<file path="src/rtl/sdram_pixel_writer_if.sv">
// Write-command bus between the pixel writer and the 16-bit SDRAM controller.
// The master issues single-word writes; the slave answers with ack, then data-valid.
interface sdram_pixel_writer_if #(
    parameter int ADDR_W = 25
);
    logic              sys_cmd_wr;
    logic [ADDR_W-1:0] sys_addr;
    logic [15:0]       sys_din;
    logic              sys_ack_wr;
    logic              sys_wr_valid;

    modport master (
        output sys_cmd_wr,
        output sys_addr,
        output sys_din,
        input  sys_ack_wr,
        input  sys_wr_valid
    );

    modport slave (
        input  sys_cmd_wr,
        input  sys_addr,
        input  sys_din,
        output sys_ack_wr,
        output sys_wr_valid
    );
endinterface

</file>
<file path="src/rtl/sdram_pixel_writer.sv">
// Packs an 8-bit pixel byte stream into addressed 16-bit words, buffers them in a
// small FIFO and drains them as single-word SDRAM write commands.
module sdram_pixel_writer #(
    parameter int ADDR_W      = 25,
    parameter int FIFO_AW     = 4,
    parameter int FRAME_WORDS = 76800,
    parameter int BASE_ADDR   = 0
) (
    input  logic                  clk,
    input  logic                  reset,
    input  logic                  frame_start,
    input  logic                  pix_valid,
    input  logic [7:0]            pix_data,
    sdram_pixel_writer_if.master  sdram,
    output logic [FIFO_AW:0]      fifo_level,
    output logic                  overflow,
    output logic                  frame_done,
    output logic                  busy
);

    localparam int                DEPTH      = 1 << FIFO_AW;
    localparam logic [ADDR_W-1:0] BASE       = ADDR_W'(BASE_ADDR);
    localparam logic [ADDR_W-1:0] LAST       = ADDR_W'(BASE_ADDR + FRAME_WORDS - 1);
    localparam logic [FIFO_AW:0]  FULL_COUNT = (FIFO_AW + 1)'(DEPTH);

    typedef enum logic [1:0] {IDLE, REQ, DATA} state_t;

    state_t              state;
    state_t              next_state;

    logic                phase;
    logic [7:0]          lo;
    logic [ADDR_W-1:0]   push_addr;

    logic [ADDR_W+15:0]  mem [DEPTH];
    logic [FIFO_AW-1:0]  wr_ptr;
    logic [FIFO_AW-1:0]  rd_ptr;
    logic [FIFO_AW:0]    count;

    logic                push_req;
    logic                push_ok;
    logic                full;
    logic                fifo_empty;
    logic                pop;
    logic                load;
    logic                cmd_wr;
    logic [ADDR_W-1:0]   addr_q;
    logic [15:0]         din_q;

    assign push_req   = pix_valid && phase && !frame_start;
    assign full       = (count == FULL_COUNT);
    assign fifo_empty = (count == '0);
    assign push_ok    = push_req && !full;

    // frame_start wins over pixel data; a byte arriving with it opens the new frame
    always_ff @(posedge clk or negedge reset) begin
        if (!reset) begin
            phase      <= 1'b0;
            lo         <= '0;
            push_addr  <= BASE;
            frame_done <= 1'b0;
        end else begin
            frame_done <= push_req && (push_addr == LAST);
            if (frame_start) begin
                push_addr <= BASE;
                phase     <= pix_valid;
                if (pix_valid)
                    lo <= pix_data;
            end else if (pix_valid) begin
                if (!phase) begin
                    lo    <= pix_data;
                    phase <= 1'b1;
                end else begin
                    phase     <= 1'b0;
                    push_addr <= (push_addr == LAST) ? BASE : push_addr + ADDR_W'(1);
                end
            end
        end
    end

    always_ff @(posedge clk) begin
        if (push_ok)
            mem[wr_ptr] <= {push_addr, pix_data, lo};
    end

    // Dropped words still advance push_addr above; here they only raise overflow
    always_ff @(posedge clk or negedge reset) begin
        if (!reset) begin
            wr_ptr   <= '0;
            rd_ptr   <= '0;
            count    <= '0;
            overflow <= 1'b0;
        end else begin
            if (push_ok)
                wr_ptr <= wr_ptr + FIFO_AW'(1);
            if (pop)
                rd_ptr <= rd_ptr + FIFO_AW'(1);
            case ({push_ok, pop})
                2'b10:   count <= count + (FIFO_AW + 1)'(1);
                2'b01:   count <= count - (FIFO_AW + 1)'(1);
                default: count <= count;
            endcase
            if (push_req && full)
                overflow <= 1'b1;
        end
    end

    always_ff @(posedge clk or negedge reset) begin
        if (!reset)
            state <= IDLE;
        else
            state <= next_state;
    end

    always_comb begin
        next_state = state;
        case (state)
            IDLE: if (!fifo_empty) next_state = REQ;
            REQ: begin
                if (sdram.sys_ack_wr && sdram.sys_wr_valid)
                    next_state = IDLE;
                else if (sdram.sys_ack_wr)
                    next_state = DATA;
            end
            DATA: if (sdram.sys_wr_valid) next_state = IDLE;
            default: next_state = IDLE;
        endcase
    end

    always_comb begin
        cmd_wr = 1'b0;
        pop    = 1'b0;
        load   = 1'b0;
        case (state)
            IDLE: load = !fifo_empty;
            REQ: begin
                cmd_wr = 1'b1;
                pop    = sdram.sys_ack_wr && sdram.sys_wr_valid;
            end
            DATA: pop = sdram.sys_wr_valid;
            default: ;
        endcase
    end

    // Address and data are captured once from the FIFO head and held for the whole command
    always_ff @(posedge clk or negedge reset) begin
        if (!reset) begin
            addr_q <= '0;
            din_q  <= '0;
        end else if (load) begin
            {addr_q, din_q} <= mem[rd_ptr];
        end
    end

    assign sdram.sys_cmd_wr = cmd_wr;
    assign sdram.sys_addr   = addr_q;
    assign sdram.sys_din    = din_q;
    assign fifo_level       = count;
    assign busy             = !fifo_empty || (state != IDLE);

endmodule
</file>
<file path="src/flat_wrapper.sv">
// flat-port wrapper written by rule: the top's interface ports become plain ports
module sdram_pixel_writer_flat 
#(
    parameter int ADDR_W      = 25,
    parameter int FIFO_AW     = 4,
    parameter int FRAME_WORDS = 76800,
    parameter int BASE_ADDR   = 0
)
  (clk, reset, frame_start, pix_valid, pix_data, fifo_level, overflow, frame_done, busy, sdram_sys_cmd_wr, sdram_sys_addr, sdram_sys_din, sdram_sys_ack_wr, sdram_sys_wr_valid);
  sdram_pixel_writer_if #(.ADDR_W(ADDR_W)) sdram_i ();
  input  logic clk;
  input  logic reset;
  input  logic frame_start;
  input  logic pix_valid;
  input  logic [7:0] pix_data;
  output logic [FIFO_AW:0] fifo_level;
  output logic overflow;
  output logic frame_done;
  output logic busy;
  output wire logic [$bits(sdram_i.sys_cmd_wr)-1:0] sdram_sys_cmd_wr;
  output wire logic [$bits(sdram_i.sys_addr)-1:0] sdram_sys_addr;
  output wire logic [$bits(sdram_i.sys_din)-1:0] sdram_sys_din;
  input wire logic [$bits(sdram_i.sys_ack_wr)-1:0] sdram_sys_ack_wr;
  input wire logic [$bits(sdram_i.sys_wr_valid)-1:0] sdram_sys_wr_valid;
  assign sdram_sys_cmd_wr = sdram_i.sys_cmd_wr;
  assign sdram_sys_addr = sdram_i.sys_addr;
  assign sdram_sys_din = sdram_i.sys_din;
  assign sdram_i.sys_ack_wr = sdram_sys_ack_wr;
  assign sdram_i.sys_wr_valid = sdram_sys_wr_valid;
  sdram_pixel_writer #(.ADDR_W(ADDR_W), .FIFO_AW(FIFO_AW), .FRAME_WORDS(FRAME_WORDS), .BASE_ADDR(BASE_ADDR)) u_core (.clk(clk), .reset(reset), .frame_start(frame_start), .pix_valid(pix_valid), .pix_data(pix_data), .sdram(sdram_i), .fifo_level(fifo_level), .overflow(overflow), .frame_done(frame_done), .busy(busy));
endmodule
</file>
<file path="config.mk">
export PLATFORM = sky130hd
export DESIGN_NAME = sdram_pixel_writer_flat
export DESIGN_NICKNAME = d
export VERILOG_FILES = /design/src/rtl/sdram_pixel_writer_if.sv /design/src/rtl/sdram_pixel_writer.sv /design/src/flat_wrapper.sv
export SDC_FILE = /design/constraint.sdc
export NUM_CORES = 1
export LEC_CHECK = 0
export ABC_AREA = 1
export CORE_MARGIN = 3
export CORE_UTILIZATION = 65
export CTS_CLUSTER_DIAMETER = 200
export CTS_CLUSTER_SIZE = 40
export DETAILED_ROUTE_END_ITERATION = 8
export PLACE_DENSITY = 0.85
export SKIP_CTS_REPAIR_TIMING = 1
export SKIP_LAST_GASP = 1
export SLEW_MARGIN = 20
export SYNTH_ARGS = -nofsm -noshare
export SYNTH_HDL_FRONTEND = slang
export SYNTH_SLANG_ARGS = --single-unit
</file>
<file path="constraint.sdc">
create_clock -name clk -period 5.3 [get_ports clk]
set_input_delay 1.59 -clock clk [delete_from_list [all_inputs] [get_ports clk]]
set_output_delay 1.59 -clock clk [all_outputs]
set_load 0.02 [all_outputs]
</file>
==> impl_metrics.tcl <==
set metrics [dict create \
    cp-end-kind "output port" \
    grt_setup_unrepaired "false" \
    syn_area_per_cell_sq_um 11.3 \
    synthesis.instances 2733 \
    p_leak_uw 0.0123 \
    die_width_um 224 \
    hold_path.class "reg -> reg" \
    cts_max_level 1 \
    clk_pin_slew_ps 140 \
    required_ps 3710 \
    drc_errors 0 \
    synth_commonest_cells "1,109 x nand2_1, 656 x edfxtp_1, 514 x nand3_1" \
    grt_max_degree 150 \
    worst_pin_slew_ps 1150 \
    worstSetupPathType "reg -> out" \
    ys_seq_elements 748 \
    async_flop_share 0.123 \
    pin_count 64 \
    synth_ff_type "edfxtp_1" \
    grtUsageTotal 0.293 \
    slew_headroom 0.231 \
    grt_pass1_vias 20400 \
    period_needed_ps 3650 \
    netlist_area_sq_um 31000 \
    pre_cts_slack_ps 1150 \
    cts_tree "done" \
    diodes 0 \
    reg2reg_to "u_core.sdram.sys_addr[10]" \
    grt_pass1_wl_um 114000 \
    yosysTopAreaCell "edfxtp_1" \
    worst_slack_ps 1650 \
    firstDrtPassIters 7 \
    p_seq_frac 0.470 \
    crit_slowest_cell "clkdlybuf4s50_1" \
    p_sw_frac 0.392 \
    clock-skew-final_ps 26.5 \
    rows 79 \
    cp.arrival_ps 2060 \
    pwr-share-clk 0.162 \
    synth_cell_types 37 \
    dpl.hpwl_um 43100 \
    synth_edf_count 656 \
    routedWlPerCell_um 22.2 \
    grt-ovfl-total 0 \
    place.gp.congestion 0.911 \
    finalMaxSlewViolations 0 \
    post-synth-top-count-cell "nand2_1" \
    post-route-period-util 0.689 \
    r2r-start "u_core.rd_ptr[1]" \
    status "complete, no violations" \
    crit_fanout 4 \
    syn-num-nets 2761 \
    grt_use_met3 0.0459 \
    power_density_nw_per_um2 467 \
    power_frac_comb 0.368 \
    vias 20800 \
    tns_ps 0 \
    ir_drop_v 0.000378 \
    worst_setup_path_start_kind "flip-flop" \
    grt_busiest_layer "met2" \
    holdPathStages 2 \
    antenna_found_initial 0 \
    area_growth_pct 4.99 \
    path_cells "inv_1 > nand3_1 > nor2_1 > nand2_1 > clkdlybuf4s50_1" \
    drt_iter0_drc 3030 \
    cts_sinks 748 \
    holdCritStartpoint "u_core.sdram.sys_din[13]" \
    hold_violations 0 \
    ant_nets 0 \
    drv_cap 0 \
    utilization 0.694 \
    reg2reg_slack_ps 2130 \
    gr-usage-met1 0.410 \
    worstHoldEndpoint "u_core.sdram.sys_din[13]" \
    path_buf_inv 2 \
    fmax_mhz 274 \
    internal_power_uw 9240 \
    yosys-top-cells-area "edfxtp_1 64%, nand2_1 13%, nand3_1 8.3%" \
    layout.nets 2738 \
    met2_usage 0.484 \
    dieArea_sq_um 50300 \
    setup_viol 0 \
    coreArea_sq_um 46900 \
    r2r_cells 8 \
    ys_seq_area_frac 0.710 \
    critPathTopFamily "buffers and inverters" \
    numPortBuffers 63 \
    numCtsBuffers 22 \
    clk_path_buf_depth 3 \
    layout-drive-gt1-share 0.0404 \
    drt_wl_total_um 73900 \
    synth_top_area_frac 0.636 \
    initial_core_util 0.661 \
    switching_power_uw 5950 \
    die_h_um 224 \
    clockRootBuffer "clkbuf_16" \
    crit_path_max_incr_delay_ps 540 \
    clk_latency_ps 610 \
    viasPerCell 6.24 \
    synth_warnings 0 \
]
-- sequential cells by signal (all words and copies together) (netlist names) --
register and flops:
u_core.wr_ptr 4, u_core.push_addr 25, u_core.rd_ptr 4, u_core.sdram.sys_din 16
u_core.mem 656, u_core.lo 8, u_core.frame_done 1, u_core.sdram.sys_addr 25
u_core.fifo_level 5, u_core.phase 1, u_core.overflow 1, u_core.state 2
-- metrics by stage --
stage | total power [uW] | cells | hold WS (ps) | cell area [sq um]
2_1_floorplan | 11200 | 2733 | 478 | 31000
3_3_place_gp | 12500 | 3293 | 455 | 31900
3_5_place_dp | 12800 | 3293 | 464 | 31900
4_1_cts | 15100 | 3333 | 498 | 32500
5_1_grt | 16000 | 3333 | 520 | 32500
6_report | 15200 | 3333 | 495 | 32500
-- worst max-delay path by stage --
stage	start	endpoint	slack, ps	cells past startpoint
after CTS	u_core.fifo_level[0]	busy	1630	5
after global routing	u_core.fifo_level[0]	busy	1520	5
after detailed placement	pix_valid	u_core.mem[12][2]	1150	8
after global placement	pix_valid	u_core.mem[11][1]	1240	8
after floorplan	pix_valid	u_core.mem[0][0]	870	6
final	u_core.fifo_level[0]	busy	1650	5
-- power groups by stage --
stage	clock, uW	sequential [uW]	combinational, uW
floorplan	0	7220	3970
global placement	0	7240	5300
detailed placement	0	7260	5500
CTS	2470	7130	5550
global route	2650	7190	6130
finish	2460	7140	5590
-- kinds of logic after synthesis --
family                   share of synthesized area
AND/OR/NAND/NOR                              0.231
flip-flops                                   0.710
buffers and inverters                       0.0389
AO/OA/AOI/OAI                              0.00650
XOR/XNOR                                   0.00481
adder cells (fa/ha/maj)                    0.00590
multiplexers                               0.00291
-- final cells by class --
| class | count | area [sq um] |
|---|---|---|
| clock inverters | 1 | 16.3 |
| fillers | 3124 | 14300 |
| inverters | 52 | 205 |
| well taps | 607 | 759 |
| multi-input cells | 1785 | 7890 |
| clock buffers | 39 | 636 |
| flip-flops and latches | 748 | 22000 |
| repair buffers | 101 | 1000 |
-- layout by cell type, fill, tap and decap left out, drive strengths merged --
master            n
clkdlybuf4s50    62
nand4            13
mux2              8
o211ai            1
xor2             14
a31oi             1
o22ai             6
nand2          1113
ha               13
nand3           515
nand3b            1
inv              52
o21ai            24
or2               1
fa                1
a21oi             2
clkinv            1
a21boi            1
edfxtp          656
nor2             65
a31o              1
nor3              2
dfrtp            92
clkbuf           39
xnor2             3
buf              39
-- worst reg2reg max path, stage by stage (launching register included) --
cell and delay [ps]:
dfrtp_4 1130, buf_4 1040, nand3_1 230, nand3_1 190, nand2_1 80, nand2_1 70, nand2_1 120, nand2_1 110
nand2_1 80
-- metal layers --
layer,share of wire,vias to the layer above
met4,0.028,0
li1,-,9262
met1,0.37,9965
met5,0,-
met2,0.49,1399
met3,0.12,181
Power figures use the tool's default switching activity.
